[src/rtl/uart_rx_fifo.sv]
// uart_rx_fifo: 8N1 UART receiver feeding a first-word-fall-through FIFO.
// Presents bytes to the core as uart_in / uart_empty / uart_rdreq.
module uart_rx_fifo #(
  parameter int CLKS_PER_BIT = 434,
  parameter int DEPTH_LOG2   = 4
) (
  input  logic       clk,
  input  logic       reset,
  input  logic       rxd,
  input  logic       uart_rdreq,
  output logic [7:0] uart_in,
  output logic       uart_empty,
  output logic       uart_full,
  output logic       overrun,
  output logic       frame_err,
  input  logic       err_clr
);

  localparam int DEPTH = 1 << DEPTH_LOG2;
  localparam int CW    = $clog2(CLKS_PER_BIT);
  localparam int CNTW  = DEPTH_LOG2 + 1;

  localparam logic [CW-1:0]   LAST  = CW'(CLKS_PER_BIT - 1);
  localparam logic [CW-1:0]   HALF  = CW'(CLKS_PER_BIT / 2 - 1);
  localparam logic [CNTW-1:0] FULLC = CNTW'(DEPTH);

  typedef enum logic [2:0] {
    S_IDLE,
    S_START,
    S_DATA,
    S_STOP,
    S_BREAK
  } state_e;

  logic sync_q;
  logic rxs_q;

  state_e      state_q, state_d;
  logic [CW-1:0] cnt_q, cnt_d;
  logic [2:0]  bitidx_q, bitidx_d;
  logic [7:0]  shreg_q, shreg_d;
  logic        push;
  logic        ferr_set;

  logic [7:0]            mem [DEPTH];
  logic [DEPTH_LOG2-1:0] wr_ptr_q, wr_ptr_d;
  logic [DEPTH_LOG2-1:0] rd_ptr_q, rd_ptr_d;
  logic [CNTW-1:0]       count_q, count_d;
  logic                  do_push;
  logic                  do_pop;
  logic                  ovr_set;
  logic                  overrun_q, overrun_d;
  logic                  frame_err_q, frame_err_d;

  // Two-flop synchroniser; idles high so reset never looks like a start bit
  always_ff @(posedge clk) begin
    if (reset) begin
      sync_q <= 1'b1;
      rxs_q  <= 1'b1;
    end else begin
      sync_q <= rxd;
      rxs_q  <= sync_q;
    end
  end

  // Receiver state registers
  always_ff @(posedge clk) begin
    if (reset) begin
      state_q  <= S_IDLE;
      cnt_q    <= '0;
      bitidx_q <= '0;
      shreg_q  <= '0;
    end else begin
      state_q  <= state_d;
      cnt_q    <= cnt_d;
      bitidx_q <= bitidx_d;
      shreg_q  <= shreg_d;
    end
  end

  // Receiver next state: mid-bit sampling, glitch reject, break hold-off
  always_comb begin
    state_d  = state_q;
    cnt_d    = cnt_q;
    bitidx_d = bitidx_q;
    shreg_d  = shreg_q;
    push     = 1'b0;
    ferr_set = 1'b0;
    unique case (state_q)
      S_IDLE: begin
        if (!rxs_q) begin
          state_d = S_START;
          cnt_d   = '0;
        end
      end
      S_START: begin
        if (cnt_q == HALF) begin
          cnt_d    = '0;
          bitidx_d = '0;
          state_d  = rxs_q ? S_IDLE : S_DATA;
        end else begin
          cnt_d = cnt_q + CW'(1);
        end
      end
      S_DATA: begin
        if (cnt_q == LAST) begin
          shreg_d  = {rxs_q, shreg_q[7:1]};
          cnt_d    = '0;
          bitidx_d = bitidx_q + 3'd1;
          if (bitidx_q == 3'd7) begin
            state_d = S_STOP;
          end
        end else begin
          cnt_d = cnt_q + CW'(1);
        end
      end
      S_STOP: begin
        if (cnt_q == LAST) begin
          cnt_d = '0;
          if (rxs_q) begin
            push    = 1'b1;
            state_d = S_IDLE;
          end else begin
            ferr_set = 1'b1;
            state_d  = S_BREAK;
          end
        end else begin
          cnt_d = cnt_q + CW'(1);
        end
      end
      S_BREAK: begin
        if (rxs_q) begin
          state_d = S_IDLE;
        end
      end
      default: begin
        state_d = S_IDLE;
      end
    endcase
  end

  assign uart_empty = (count_q == '0);
  assign uart_full  = (count_q == FULLC);
  assign uart_in    = uart_empty ? 8'h00 : mem[rd_ptr_q];
  assign overrun    = overrun_q;
  assign frame_err  = frame_err_q;

  // FIFO control: a pop on a full FIFO frees the slot for a same-cycle push
  always_comb begin
    do_pop      = uart_rdreq && !uart_empty;
    do_push     = push && (!uart_full || do_pop);
    ovr_set     = push && uart_full && !do_pop;
    wr_ptr_d    = wr_ptr_q;
    rd_ptr_d    = rd_ptr_q;
    count_d     = count_q;
    if (do_push) begin
      wr_ptr_d = wr_ptr_q + DEPTH_LOG2'(1);
    end
    if (do_pop) begin
      rd_ptr_d = rd_ptr_q + DEPTH_LOG2'(1);
    end
    unique case ({do_push, do_pop})
      2'b10:   count_d = count_q + CNTW'(1);
      2'b01:   count_d = count_q - CNTW'(1);
      default: count_d = count_q;
    endcase
    overrun_d   = ovr_set  ? 1'b1 : (err_clr ? 1'b0 : overrun_q);
    frame_err_d = ferr_set ? 1'b1 : (err_clr ? 1'b0 : frame_err_q);
  end

  // FIFO pointers, occupancy and sticky error flags
  always_ff @(posedge clk) begin
    if (reset) begin
      wr_ptr_q    <= '0;
      rd_ptr_q    <= '0;
      count_q     <= '0;
      overrun_q   <= 1'b0;
      frame_err_q <= 1'b0;
    end else begin
      wr_ptr_q    <= wr_ptr_d;
      rd_ptr_q    <= rd_ptr_d;
      count_q     <= count_d;
      overrun_q   <= overrun_d;
      frame_err_q <= frame_err_d;
    end
  end

  // FIFO storage; contents survive reset, only the pointers are cleared
  always_ff @(posedge clk) begin
    if (do_push) begin
      mem[wr_ptr_q] <= shreg_q;
    end
  end

endmodule

[config.mk]
export PLATFORM = sky130hd
export DESIGN_NAME = uart_rx_fifo
export DESIGN_NICKNAME = d
export VERILOG_FILES = /design/src/rtl/uart_rx_fifo.sv
export SDC_FILE = /design/constraint.sdc
export NUM_CORES = 1
export LEC_CHECK = 0
export CORE_MARGIN = 4
export CORE_UTILIZATION = 60
export CTS_BUF_LIST = sky130_fd_sc_hd__clkbuf_4 sky130_fd_sc_hd__clkbuf_8
export CTS_CLUSTER_SIZE = 16
export DETAILED_ROUTE_END_ITERATION = 7
export DONT_BUFFER_PORTS = 1
export PLACE_DENSITY = 0.76
export SETUP_SLACK_MARGIN = 0.02
export SLEW_MARGIN = 5
export SYNTH_ARGS = -nofsm -noshare
export SYNTH_HDL_FRONTEND = slang
export SYNTH_SLANG_ARGS = --single-unit
[constraint.sdc]
create_clock -name clk -period 4 [get_ports clk]
set_clock_uncertainty 0.1 [all_clocks]
set_input_delay 0.8 -clock clk [delete_from_list [all_inputs] [get_ports clk]]
set_output_delay 0.8 -clock clk [all_outputs]
set_load 0.02 [all_outputs]
======== Word level (Yosys, flattened, before mapping) ========
Memory sizes are Yosys's and may differ from the RTL's. A register that Yosys moved wholly into a read port is not among the register bits.
Cells that the tools add are included.
word-level totals
  memories kept ........................... 1
  word-level logic and storage cells ...... 85
  register bits ........................... 40
  bits in writable memories ............... 128
  output and inout bits ................... 12
  input port bits ......................... 5
operators by class
  reduce and logical (&&, ||, !) cells .... 20
  equal/unequal tests ..................... 16
  multiplexer cells ....................... 31
  $add $sub $neg .......................... 6
memory list
  name  words  width  rd ports  clocked after Yosys merged registers in  write ports  line  RTL
  mem   16     8      1         1                                        1            45    logic [7:0] mem [DEPTH];
operators by type and width
  kind                   number
  $mux W3                9
  $mux W9                3
  $pmux W9 S3            1
  $pmux W3 S5            1
  $ne A2 B2 Y1 const B   6
  $mux W1                11
  $pmux W5 S2            1
  $add A9 B1 Y9 const B  1
  $eq A9 B8 Y1 const B   1
  $eq A9 B9 Y1 const B   1
  $add A4 B1 Y4 const B  2
  $mux W4                2
  $mux W8                1
  $reduce_bool A2 Y1     4
  $eq A3 B2 Y1 const B   2
  $eq A3 B3 Y1 const B   2
  $pmux W3 S2            1
  $reduce_and A6 Y1      1
  $add A5 B1 Y5 const B  1
  $eq A5 B5 Y1 const B   1
  $logic_not A5 Y1       1
  $sub A5 B1 Y5 const B  1
  $logic_and A1 B1 Y1    4
  $reduce_and A2 Y1      2
  other kinds (11)       13

======== Logic depth before layout (Yosys ltp) ========
  depth after elaboration ................. 7
  gate-level depth with buffers ........... 12
  gate-level depth less buffers ........... 12

======== Worst setup path after synthesis ========
Ideal clock, no wire load.
  path kind ............................... flip-flop to output port
  from .................................... register with a tool-made name
  to ...................................... output port uart_in[0]
  path buffers ............................ 2
  required time ........................... 3.100 ns
  data arrival time ....................... 1.981 ns
  slack ................................... 1.119 ns
  stages on the path, launching flop included .. 6
  cell sequence ........................... dfxtp_1 > clkbuf_1 > buf_2 > mux4_2 > mux4_2 > nor2b_1
RTL lines
  item       line  RTL
  to (decl)  11    output logic [7:0] uart_in,

==> impl_metrics.yaml <==
outcome:
  outcome: "complete, no violations"
die:
  row_count: 39
  die_w_um: 117
  start_util_pct: 62.0
  die-area_mm2: 0.0137
  fp.dieH_um: 117
  core-area_mm2: 0.0115
  ios: 17
clock_network:
  cts_tree: "done"
  holdBufCountCts: 0
  root_buffer: "clkbuf_8"
  clk_pin_slew_ns: 0.09
  clkLatencyLatePin_ns: 0.45
  cts_resized: 0
  h-tree-depth: 4
  post-cts-setup-buffers: 0
  cts_sinks: 172
  cts_buffers: 17
  cts_buffer_depth: 2
detailed_routing:
  avgRoutedWirePerCell_um: 21.9
  routed_wl_mm: 13.5
  via_per_inst: 6.21
  antenna_left: 0
  firstDrtPassIters: 5
  drcViolationCount: 0
  drt_iter0_drc: 445
  via_count: 3815
logic_synthesis:
  synth_area_mm2: 0.00714
  ys_seq_elements: 172
  yosysSeqAreaShare_pct: 66.2
  avgSynthCellArea_um2: 15.7
  synthCells: 454
  synth-edff-count: 128
  synth.distinct_cells: 55
  ys.flop_type: "edfxtp_1"
  syn-num-nets: 470
  async_flop_share_pct: 0
  ys_warn_count: 0
hold_path:
  hold_path.class: "primary input to flop"
  worstHoldStart: "reset"
critical_path:
  arrival_ns: 2.62
  cp-start-kind: "flop"
  reg2reg_from: "state_q[2]"
  slowest_delay_ns: 0.65
  critical_path.top_delay_family: "multiplexers"
  crit_fanout: 20
  crit_slowest_cell: "dfxtp_2"
  path_class: "flop to primary output"
  end_kind: "primary output"
  path_cells: "buf_12 -> mux4_2 -> mux4_2 -> nor2b_1"
  crit_path_frequent_cell: "mux4_2"
  required_ns: 3.10
  worst-path-buf-inv: 1
place:
  post-dp-hpwl_mm: 8.88
  gp_congestion: 0.848
  port_buffers: 0
grt:
  grt_pass1_vias: 3722
  grt.total_usage_pct: 21.6
  antenna_found_initial: 0
  grt_max_degree: 43
  grt_overflow: 0
  grt_pass1_wl_mm: 21.3
cells_and_area:
  final_nets: 474
  diodes: 0
  drive_gt1_share_pct: 21.2
  syn_to_final_growth_pct: 7.71
pwr:
  p_leak_nw: 2.50
  total_power_mw: 3.97
  irDropWorstVdd_uv: 300
  power_density_mw_per_mm2: 517
timing:
  rsz0062_at_grt: "false"
  slew_headroom_pct: 29.0
  min_period_over_period_pct: 88.1
  finalSetupViolations: 0
  tightestPinTransition_ns: 1.06
  drv_slew: 0
  period_minus_slack_ns: 3.52
  max_freq_mhz: 284
  tns_ns: 0
  hold_violations: 0
flow_run:
  maxCapViolations: 0
==> layout make-up <==
class                      count  area (um2)
fill                         797        3820
timing repair buffer           8        72.6
sequential                   172        4730
clock inverter                13         140
inverter                      10        37.5
clock buffer                  19         255
tap                          143         179
multi-input combinational    249        2280
==> cells by family after synthesis <==
| kind of cell | count (synthesis) | synth area share, % |
|---|---|---|
| flops | 172 | 66.2 |
| simple gates | 132 | 9.73 |
| mux | 55 | 14.8 |
| compound gates | 39 | 3.98 |
| buf+inv | 33 | 1.96 |
| xor+xnor | 12 | 1.47 |
| fa+ha+maj | 11 | 1.93 |
==> where the power goes <==
part           internal (mW)  switching (mW)  total, mW  leakage [nW]
combinational          0.375           0.423      0.798         0.764
sequential              1.93          0.0802       2.01          1.54
clock                  0.579           0.591       1.17         0.192
==> synth_stat cells, drive strengths merged (2+ instances only) <==
library cell / number / area share (%)
nor2b: 8 / 0.70
nand2: 18 / 1.1
ha: 11 / 1.9
and3: 2 / 0.18
o211ai: 4 / 0.42
nand4b: 3 / 0.46
mux2: 3 / 0.47
a211oi: 3 / 0.32
nor2: 52 / 2.7
nand2b: 3 / 0.26
nand3: 11 / 0.77
or3: 4 / 0.42
buf: 9 / 0.70
and3b: 2 / 0.25
dfxtp: 44 / 12
inv: 10 / 0.53
nor3: 15 / 1.2
xnor2: 7 / 0.86
nor4: 4 / 0.56
a21oi: 8 / 0.56
o21ai: 5 / 0.51
a22oi: 3 / 0.32
mux4: 40 / 13
or2: 4 / 0.35
edfxtp: 128 / 54
mux2i: 12 / 1.7
a31oi: 4 / 0.35
clkbuf: 14 / 0.74
xor2: 5 / 0.61
==> layer usage <==
layer / wire length, um / global-route usage, % / vias up
li1: - / - / 1760
met1: 5710 / 30.7 / 1913
met3: 907 / 4.83 / 13
met4: 164 / 6.65 / 0
met5: 0 / 0 / -
met2: 6680 / 34.1 / 129
==> sequential cells by signal, indices dropped and copies added (netlist names), named ones only <==
signal     cells
shreg_q        8
frame_err      1
overrun        1
rxs_q          1
mem          128
rd_ptr_q       4
bitidx_q       3
wr_ptr_q       4
count_q        5
sync_q         1
state_q        3
cnt_q          9
==> through the flow <==
| step | std cells | setup WS, ns | hold slack [ns] | area (um2) | utilization, % |
|---|---|---|---|---|---|
| floorplan | 454 | 1.12 | 0.289 | 7140 | - |
| global placement | 582 | 0.941 | 0.291 | 7300 | 63.4 |
| finish | 614 | 0.475 | 0.308 | 7690 | 66.8 |
| global route | 614 | 0.289 | 0.280 | 7690 | 66.8 |
| CTS | 614 | 0.406 | 0.290 | 7690 | 66.8 |
| detailed placement | 582 | 0.905 | 0.299 | 7300 | 63.4 |
==> placed cells by master (no fill, tap or decap), drive strengths merged, types with 11 or more instances in the layout <==
master,instances
mux2i,12
edfxtp,128
mux4,40
clkbuf,19
inv,12
nor2,52
ha,11
nor3,15
nand3,11
nand2,18
dfxtp,44
==> path summary, 6_finish.rpt <==
path                              endpoint  slack [ns]  depth (start not counted)
worst max-delay path            uart_in[3]        0.48                          4
worst min register to register       rxs_q        0.31                          1
worst max register to register   mem[4][4]        1.16                          5
worst min-delay path               overrun        0.31                          1
Note: power is estimated with default switching activity, not from simulation.
